<file path="config.mk">
export PLATFORM = sky130hd
export DESIGN_NAME = signed_div_sequencer_flat
export DESIGN_NICKNAME = d
export VERILOG_FILES = /design/src/rtl/signed_div_sequencer_pkg.sv /design/src/rtl/signed_div_sequencer_if.sv /design/src/rtl/signed_div_sequencer_fixup.sv /design/src/rtl/signed_div_sequencer.sv /design/src/flat_wrapper.sv
export SDC_FILE = /design/constraint.sdc
export NUM_CORES = 1
export LEC_CHECK = 0
export CAP_MARGIN = 20
export CORE_UTILIZATION = 35
export CTS_CLUSTER_SIZE = 8
export DETAILED_ROUTE_END_ITERATION = 10
export GPL_TIMING_DRIVEN = 0
export PLACE_DENSITY = 0.56
export SYNTH_ARGS = -nofsm -noshare
export SYNTH_HDL_FRONTEND = slang
export SYNTH_SLANG_ARGS = --single-unit
</file>
<file path="constraint.sdc">
create_clock -name clk -period 19.85 [get_ports clk]
set_input_delay 2.9775 -clock clk [delete_from_list [all_inputs] [get_ports clk]]
set_output_delay 2.9775 -clock clk [all_outputs]
set_load 0.02 [all_outputs]
</file>
<file path="src/rtl/signed_div_sequencer_pkg.sv">
// Shared types and sign helpers for the signed divide sequencer.
// Helpers work on a 64-bit word; callers size-cast to WIDTH.
package signed_div_pkg;

    localparam int MAXW = 64;

    typedef logic [MAXW-1:0] word_t;

    typedef enum logic [2:0] {
        IDLE,
        ISSUE,
        WAIT_DIV,
        FIXUP,
        RESULT
    } state_t;

    function automatic word_t cond_neg(input word_t v, input logic neg);
        return neg ? (~v + word_t'(1)) : v;
    endfunction

    function automatic word_t magnitude(input word_t v, input logic msb,
                                        input logic is_signed);
        return cond_neg(v, is_signed & msb);
    endfunction

endpackage

</file>
<file path="src/rtl/signed_div_sequencer_if.sv">
// Request, response and divider-core signals of the signed divide sequencer.
// slave = sequencer view, master = surrounding datapath / core view.
interface signed_div_sequencer_if #(
    parameter int WIDTH = 32
);
    logic             in_valid;
    logic             in_ready;
    logic             in_signed;
    logic [WIDTH-1:0] in_dividend;
    logic [WIDTH-1:0] in_divisor;
    logic             out_valid;
    logic             out_ready;
    logic [WIDTH-1:0] out_quotient;
    logic [WIDTH-1:0] out_remainder;
    logic             out_div_by_zero;
    logic             out_overflow;
    logic             div_go;
    logic [WIDTH-1:0] div_dividend;
    logic [WIDTH-1:0] div_divisor;
    logic             div_done;
    logic [WIDTH-1:0] div_quotient;
    logic [WIDTH-1:0] div_remainder;
    logic             div_divide_by_zero;

    modport slave (
        input  in_valid, in_signed, in_dividend, in_divisor,
        input  out_ready,
        input  div_done, div_quotient, div_remainder, div_divide_by_zero,
        output in_ready,
        output out_valid, out_quotient, out_remainder,
        output out_div_by_zero, out_overflow,
        output div_go, div_dividend, div_divisor
    );

    modport master (
        output in_valid, in_signed, in_dividend, in_divisor,
        output out_ready,
        output div_done, div_quotient, div_remainder, div_divide_by_zero,
        input  in_ready,
        input  out_valid, out_quotient, out_remainder,
        input  out_div_by_zero, out_overflow,
        input  div_go, div_dividend, div_divisor
    );
endinterface

</file>
<file path="src/rtl/signed_div_sequencer_fixup.sv">
// Combinational sign correction and zero/overflow conventions
// applied to the unsigned core result.
module sdiv_sign_fixup
    import signed_div_pkg::*;
#(
    parameter int WIDTH = 32
) (
    input  logic [WIDTH-1:0] q_raw,
    input  logic [WIDTH-1:0] r_raw,
    input  logic [WIDTH-1:0] dvd_orig,
    input  logic             dz,
    input  logic             ovf,
    input  logic             q_neg,
    input  logic             r_neg,
    output logic [WIDTH-1:0] q,
    output logic [WIDTH-1:0] r,
    output logic             dz_flag,
    output logic             ovf_flag
);
    localparam logic [WIDTH-1:0] MIN = {1'b1, {(WIDTH-1){1'b0}}};

    always_comb begin
        q        = WIDTH'(cond_neg(word_t'(q_raw), q_neg));
        r        = WIDTH'(cond_neg(word_t'(r_raw), r_neg));
        dz_flag  = 1'b0;
        ovf_flag = 1'b0;
        // Divide-by-zero outranks overflow.
        if (dz) begin
            q       = '1;
            r       = dvd_orig;
            dz_flag = 1'b1;
        end else if (ovf) begin
            q        = MIN;
            r        = '0;
            ovf_flag = 1'b1;
        end
    end
endmodule

</file>
<file path="src/rtl/signed_div_sequencer.sv">
// Signed/unsigned front-end around an unsigned iterative divider core.
// Optional SDIV_FASTPATH_EN: divisor magnitude 1 bypasses the core.
module signed_div_sequencer
    import signed_div_pkg::*;
#(
    parameter int WIDTH = 32
) (
    input logic clk,
    input logic rst,
    signed_div_sequencer_if.slave bus
);
    localparam logic [WIDTH-1:0] MIN = {1'b1, {(WIDTH-1){1'b0}}};

    state_t           state;
    logic             q_neg, r_neg, ovf, dz_raw;
    logic [WIDTH-1:0] dvd_orig, q_raw, r_raw;
    logic [WIDTH-1:0] a_mag, b_mag;
    logic [WIDTH-1:0] fx_q, fx_r;
    logic             fx_dz, fx_ovf;

    assign a_mag = WIDTH'(magnitude(word_t'(bus.in_dividend),
                                    bus.in_dividend[WIDTH-1],
                                    bus.in_signed));
    assign b_mag = WIDTH'(magnitude(word_t'(bus.in_divisor),
                                    bus.in_divisor[WIDTH-1],
                                    bus.in_signed));

    sdiv_sign_fixup #(.WIDTH(WIDTH)) u_fixup (
        .q_raw    (q_raw),
        .r_raw    (r_raw),
        .dvd_orig (dvd_orig),
        .dz       (dz_raw),
        .ovf      (ovf),
        .q_neg    (q_neg),
        .r_neg    (r_neg),
        .q        (fx_q),
        .r        (fx_r),
        .dz_flag  (fx_dz),
        .ovf_flag (fx_ovf)
    );

    always_ff @(posedge clk or posedge rst) begin
        if (rst) begin
            state               <= IDLE;
            q_neg               <= 1'b0;
            r_neg               <= 1'b0;
            ovf                 <= 1'b0;
            dz_raw              <= 1'b0;
            dvd_orig            <= '0;
            q_raw               <= '0;
            r_raw               <= '0;
            bus.in_ready        <= 1'b1;
            bus.out_valid       <= 1'b0;
            bus.out_quotient    <= '0;
            bus.out_remainder   <= '0;
            bus.out_div_by_zero <= 1'b0;
            bus.out_overflow    <= 1'b0;
            bus.div_go          <= 1'b0;
            bus.div_dividend    <= '0;
            bus.div_divisor     <= '0;
        end else begin
            bus.div_go <= 1'b0;
            unique case (state)
                IDLE: begin
                    if (bus.in_valid) begin
                        q_neg <= bus.in_signed &
                                 (bus.in_dividend[WIDTH-1] ^
                                  bus.in_divisor[WIDTH-1]);
                        r_neg <= bus.in_signed & bus.in_dividend[WIDTH-1];
                        ovf   <= bus.in_signed &
                                 (bus.in_dividend == MIN) &
                                 (bus.in_divisor == '1);
                        dvd_orig         <= bus.in_dividend;
                        bus.div_dividend <= a_mag;
                        bus.div_divisor  <= b_mag;
                        bus.in_ready     <= 1'b0;
`ifdef SDIV_FASTPATH_EN
                        if (b_mag == WIDTH'(1)) begin
                            q_raw  <= a_mag;
                            r_raw  <= '0;
                            dz_raw <= 1'b0;
                            state  <= FIXUP;
                        end else begin
                            bus.div_go <= 1'b1;
                            state      <= ISSUE;
                        end
`else
                        bus.div_go <= 1'b1;
                        state      <= ISSUE;
`endif
                    end
                end
                ISSUE: state <= WAIT_DIV;
                WAIT_DIV: begin
                    if (bus.div_done) begin
                        q_raw  <= bus.div_quotient;
                        r_raw  <= bus.div_remainder;
                        dz_raw <= bus.div_divide_by_zero;
                        state  <= FIXUP;
                    end
                end
                FIXUP: begin
                    bus.out_quotient    <= fx_q;
                    bus.out_remainder   <= fx_r;
                    bus.out_div_by_zero <= fx_dz;
                    bus.out_overflow    <= fx_ovf;
                    bus.out_valid       <= 1'b1;
                    state               <= RESULT;
                end
                RESULT: begin
                    if (bus.out_ready) begin
                        bus.out_valid <= 1'b0;
                        bus.in_ready  <= 1'b1;
                        state         <= IDLE;
                    end
                end
                default: state <= IDLE;
            endcase
        end
    end
endmodule

</file>
<file path="src/flat_wrapper.sv">
// flat-port wrapper written by rule: the top's interface ports become plain ports
module signed_div_sequencer_flat import signed_div_pkg::*;
#(
    parameter int WIDTH = 32
)
  (clk, rst, bus_in_valid, bus_in_signed, bus_in_dividend, bus_in_divisor, bus_out_ready, bus_div_done, bus_div_quotient, bus_div_remainder, bus_div_divide_by_zero, bus_in_ready, bus_out_valid, bus_out_quotient, bus_out_remainder, bus_out_div_by_zero, bus_out_overflow, bus_div_go, bus_div_dividend, bus_div_divisor);
  signed_div_sequencer_if #(.WIDTH(WIDTH)) bus_i ();
  input logic clk;
  input logic rst;
  input wire logic [$bits(bus_i.in_valid)-1:0] bus_in_valid;
  input wire logic [$bits(bus_i.in_signed)-1:0] bus_in_signed;
  input wire logic [$bits(bus_i.in_dividend)-1:0] bus_in_dividend;
  input wire logic [$bits(bus_i.in_divisor)-1:0] bus_in_divisor;
  input wire logic [$bits(bus_i.out_ready)-1:0] bus_out_ready;
  input wire logic [$bits(bus_i.div_done)-1:0] bus_div_done;
  input wire logic [$bits(bus_i.div_quotient)-1:0] bus_div_quotient;
  input wire logic [$bits(bus_i.div_remainder)-1:0] bus_div_remainder;
  input wire logic [$bits(bus_i.div_divide_by_zero)-1:0] bus_div_divide_by_zero;
  output wire logic [$bits(bus_i.in_ready)-1:0] bus_in_ready;
  output wire logic [$bits(bus_i.out_valid)-1:0] bus_out_valid;
  output wire logic [$bits(bus_i.out_quotient)-1:0] bus_out_quotient;
  output wire logic [$bits(bus_i.out_remainder)-1:0] bus_out_remainder;
  output wire logic [$bits(bus_i.out_div_by_zero)-1:0] bus_out_div_by_zero;
  output wire logic [$bits(bus_i.out_overflow)-1:0] bus_out_overflow;
  output wire logic [$bits(bus_i.div_go)-1:0] bus_div_go;
  output wire logic [$bits(bus_i.div_dividend)-1:0] bus_div_dividend;
  output wire logic [$bits(bus_i.div_divisor)-1:0] bus_div_divisor;
  assign bus_i.in_valid = bus_in_valid;
  assign bus_i.in_signed = bus_in_signed;
  assign bus_i.in_dividend = bus_in_dividend;
  assign bus_i.in_divisor = bus_in_divisor;
  assign bus_i.out_ready = bus_out_ready;
  assign bus_i.div_done = bus_div_done;
  assign bus_i.div_quotient = bus_div_quotient;
  assign bus_i.div_remainder = bus_div_remainder;
  assign bus_i.div_divide_by_zero = bus_div_divide_by_zero;
  assign bus_in_ready = bus_i.in_ready;
  assign bus_out_valid = bus_i.out_valid;
  assign bus_out_quotient = bus_i.out_quotient;
  assign bus_out_remainder = bus_i.out_remainder;
  assign bus_out_div_by_zero = bus_i.out_div_by_zero;
  assign bus_out_overflow = bus_i.out_overflow;
  assign bus_div_go = bus_i.div_go;
  assign bus_div_dividend = bus_i.div_dividend;
  assign bus_div_divisor = bus_i.div_divisor;
  signed_div_sequencer #(.WIDTH(WIDTH)) u_core (.clk(clk), .rst(rst), .bus(bus_i));
endmodule
</file>
Word-level counts from Yosys, hierarchy flattened. Cells that the tools add are included.

Output and inout port bits: 133. Bits in latches: 0. Memories kept: 0. Bits of input ports: 135. Bits in read-only memories: 0. Register bits: 236. Word-level logic and storage cells: 70. Memory bits (writable): 0.

Bitwise logic cells: 10. Add/subtract/negate cells: 4. Equal/unequal tests: 9. Reductions and logical operators: 8. Shift-type cells: 0. Multiplexer cells: 22. Multiply operators: 0. $lt $le $gt $ge: 0. Div/mod/pow operators: 0.

Operators with widths (number): $mux W32 (8); $add A32 B1 Y32 const B (4); $not A32 Y32 (4); $eq A32 B32 Y1 const B (2); $pmux W3 S5 (1); $mux W3 (3); $mux W1 (8); $eq A3 B2 Y1 const B (2); $ne A2 B2 Y1 const B (3); $reduce_and A2 Y1 (3); $reduce_and A3 Y1 (2); $and A1 B1 Y1 (5); $pmux W1 S2 (2); $reduce_bool A2 Y1 (2); $eq A3 B1 Y1 const B (1); $eq A3 B3 Y1 const B (1); $logic_not A3 Y1 (1); $xor A1 B1 Y1 (1).

Depth between registers and ports, before layout.
Word-level depth: 5. Mapped depth: 10. Mapped depth without buffers: 8.

Cells and area by module. From an unflattened synthesis, not the netlist that was laid out.

Cells, all modules: 1183. Area total of the unflattened synthesis: 12089.1 um^2.

By module, submodules not included: signed_div_sequencer (times used 1, area an instance 10023.4 um^2, cells an instance 871, sequential area each 5881.9 um^2); sdiv_sign_fixup (times used 1, area an instance 2065.7 um^2, cells an instance 312, sequential area each 0.0 um^2).

Least setup slack after synthesis. No wires, ideal clock.

Path type: input -> register. From: input port bus_in_dividend[8]. To: register u_core.bus.div_dividend[28]. Cell stages on the path: 7. Slack: 14860 ps. Setup time: 129 ps. Required time: 19721 ps. Buffers on the path: 1. Data arrival time: 4861 ps. Path through: or4_4 > or3_4 > or3_1 > clkbuf_2 > o41ai_2 > xor2_1 > o21ai_1.

Word-level cells in the longest chain between the ends: 3.

RTL lines: start, declared (RTL line flat_wrapper.sv:12) `input wire logic [$bits(bus_i.in_dividend)-1:0] bus_in_dividend;`; $not A32 Y32 (RTL line signed_div_sequencer_pkg.sv:18) `return neg ? (~v + word_t'(1)) : v;`; $add A32 B1 Y32 (RTL line signed_div_sequencer_pkg.sv:18); $mux W32 (RTL line signed_div_sequencer_pkg.sv:18); end signal, assigned (RTL line signed_div_sequencer.sv:74) `bus.div_dividend <= a_mag;`; end, declared (RTL line signed_div_sequencer_if.sv:32) `output div_go, div_dividend, div_divisor`.

Every way passes these cells. A chain may end at the register's enable or synchronous reset.

Worst setup path in the final report. Ends and elaborated chain as after synthesis.

==> out/qor.yml <==
outcome: "complete, no violations"
synth_top_cell_by_area: "dfrtp_1"
dieHeight_um: 183.1
cts_setup_buffers: 0
slew_headroom_pct: 44.38
synthTopCellsByArea: "dfrtp_1, nand2_1, xor2_1, o21ai_0, mux2_2"
min_period_over_period_pct: 26.93
synth_top_area_share_pct: 50.99
worstSetupEndpointType: "flop"
power.density_mw_per_mm2: 166.2
grt_pass1_wl_mm: 58.80
clk_pin_slew_worst_paths_ps: 50
critPathArrivalTime_ps: 5710
synthArstFlopShare_pct: 100.0
grt_pass1_vias: 10040
setup-tns-final_ps: 0
rsz0062_at_grt: "no"
drive_above_1_share_pct: 8.227
hold_path.class: "flop to flop"
yosysSeqAreaShare_pct: 51.21
power_uw: 2613
cts_root_buf: "clkbuf_16"
wire_per_inst_um: 19.82
fin_util_pct: 49.31
timing.fmax_ghz: 0.1871
num-nets-final: 1628
yosys.cell_types.count: 56
antenna_found_initial: 1
yosysWarnings: 0
drc_errors: 0
cts.hold.buffers_added: 0
setup-violations-final: 0
clockBufferDepth: 3
hpwl_mm: 28.63
mostFrequentLayoutCell: "clkdlybuf4s50_1"
num_io_pins: 268
synthToLayoutAreaGrowth_pct: 36.88
cts-resized-gates: 0
hold_viol_final: 0
worst-setup-path-type: "input port to flop"
fillers: 3049
row_count: 65
finalWorstPathRequiredPeriod_ps: 5345
synth_cells: 1182
drtPass1Iterations: 5
die_x_um: 183.1
grt_overflow_total: 0
cp_max_fo: 7
h-tree-depth: 2
syn_area_per_cell_um2: 9.716
drt_wl_total_mm: 38.26
slew_violations: 0
cp.required_ps: 20220
num_vias: 9913
power.ir.vdd_worst_v: 0.00005620
leakagePower_uw: 0.006335
final_cell_mix: "clkdlybuf4s50_1, dfrtp_1, nand2_1"
place_ws_ps: 14030
ant_nets: 0
r2r_setup_slack_ps: 16800
timing.final.ws_setup_ps: 14510
clock-sinks: 235
worst_pin_slew_ps: 826.7
die_area_mm2: 0.03354
cts_tree: "done"
ys.flop_type: "dfrtp_1"
start_util_pct: 36.02
synth_fp_nets: 1322
fp.coreArea_mm2: 0.03188
drt_iter0_drc: 529
cts_buffers: 35
critPathLaunchType: "input port"
netlist_area_mm2: 0.01148
diodes: 0
portBuffers: 267
synth-seq-cells: 235
vias_per_cell: 5.136
max_cap_violations: 0
globalplace.congestion: 0.9223
grt_max_degree: 107
synth_edf_count: 0
grt_usage_pct: 22.93
clkLatencyLatePin_ps: 500
finClkSkew_ps: 19.55
==> power by group <==
part           switching (uW)  leakage [uW]  internal [uW]
Combinational             630       0.00303            522
Clock                     208      0.000463            330
Sequential                203       0.00284            720
==> area by class of cell <==
| type | count | area [um2] | area share, % |
|---|---|---|---|
| plain buffers | 71 | 272.8 | 1.735 |
| clock buffers | 43 | 948.4 | 6.033 |
| clock inverters | 1 | 7.507 | 0.04776 |
| inverters | 15 | 63.81 | 0.4059 |
| multi-input cells | 861 | 5274 | 33.55 |
| flip-flops and latches | 235 | 5882 | 37.42 |
| well taps | 435 | 544.3 | 3.462 |
| repair buffers | 269 | 2728 | 17.35 |
==> registers in the layout, indices dropped and copies added, names as in the netlist <==
name / count
u_core.bus.in_ready: 1
u_core.dz_raw: 1
u_core.bus.out_quotient: 32
u_core.q_neg: 1
u_core.dvd_orig: 32
u_core.bus.out_overflow: 1
u_core.bus.out_valid: 1
u_core.ovf: 1
u_core.r_neg: 1
u_core.q_raw: 32
u_core.bus.out_remainder: 32
u_core.bus.div_go: 1
u_core.bus.out_div_by_zero: 1
u_core.bus.div_dividend: 31
u_core.r_raw: 32
u_core.bus.div_divisor: 32
u_core.state: 3
==> worst paths after layout <==
kind | depth (start not counted) | from | end
max | 8 | bus_in_dividend[8] | u_core.bus.div_dividend[28]
min | 2 | u_core.bus.out_quotient[4] | u_core.bus.out_quotient[4]
max reg2reg | 6 | u_core.q_raw[12] | u_core.bus.out_quotient[31]
min reg2reg | 2 | u_core.bus.out_quotient[4] | u_core.bus.out_quotient[4]
max in group asynchronous | 4 | rst | u_core.bus.div_dividend[24]
min in group asynchronous | 2 | rst | u_core.bus.out_quotient[6]
==> cells by family (layout without fill, tap and decap cells) <==
family,after synthesis,count (layout),synth area share (%)
multiplexers,62,62,6.068
flip-flops,235,235,51.21
AND/OR/NAND/NOR,378,378,15.09
adder cells (fa/ha/maj),5,5,0.5447
AO/OA/AOI/OAI,296,296,15.07
XOR/XNOR,120,120,9.151
buffers and inverters,86,399,2.865
==> worst max-delay path: stages <==
cell,delay [ps]
clkdlybuf4s50_1,570
or4_4,610
or3_4,380
or3_1,350
clkbuf_2,170
o41ai_2,320
xor2_1,230
o21ai_1,80
==> cells in the mapped netlist (3+ instances only) <==
cell and number:
o22ai_1 22, a31oi_1 7, nand3_1 4, a21oi_1 65, nor4_1 10, dfrtp_1 234, nand2b_1 3, nand2_1 207
xnor2_1 37, o41ai_2 4, or3_4 3, nand4_1 10, nor3_1 14, o21ai_0 139, clkbuf_1 62, xor2_1 83
or2_2 4, buf_1 6, or4b_1 3, inv_1 15, or3_1 14, ha_1 5, a221oi_1 6, nor2_1 68
o21ai_1 3, nor2b_1 3, o31ai_1 26, or4_1 17, o41ai_1 10, and2_1 5, o21a_1 4, mux2_2 61
==> stage by stage <==
step,instance area [um2],cells,hold slack (ps)
6_report,15720,1930,477.4
5_1_grt,15720,1930,490.7
4_1_cts,15720,1930,481.8
3_5_place_dp,14760,1886,470.1
3_3_place_gp,14700,1884,459.4
2_1_floorplan,11480,1182,437.9
==> layer usage <==
layer  routed length (um)  vias up  track usage (%)  part of all wire, %
li1                     -     4739                -                    -
met1                17220     4793            30.83                   45
met2                17140      316            35.95                   45
met3                 2958       65            6.076                  7.7
met4                  943        0            7.267                  2.5
met5                    0        -                0                    0
No activity file was read; power rests on OpenSTA's default activity.
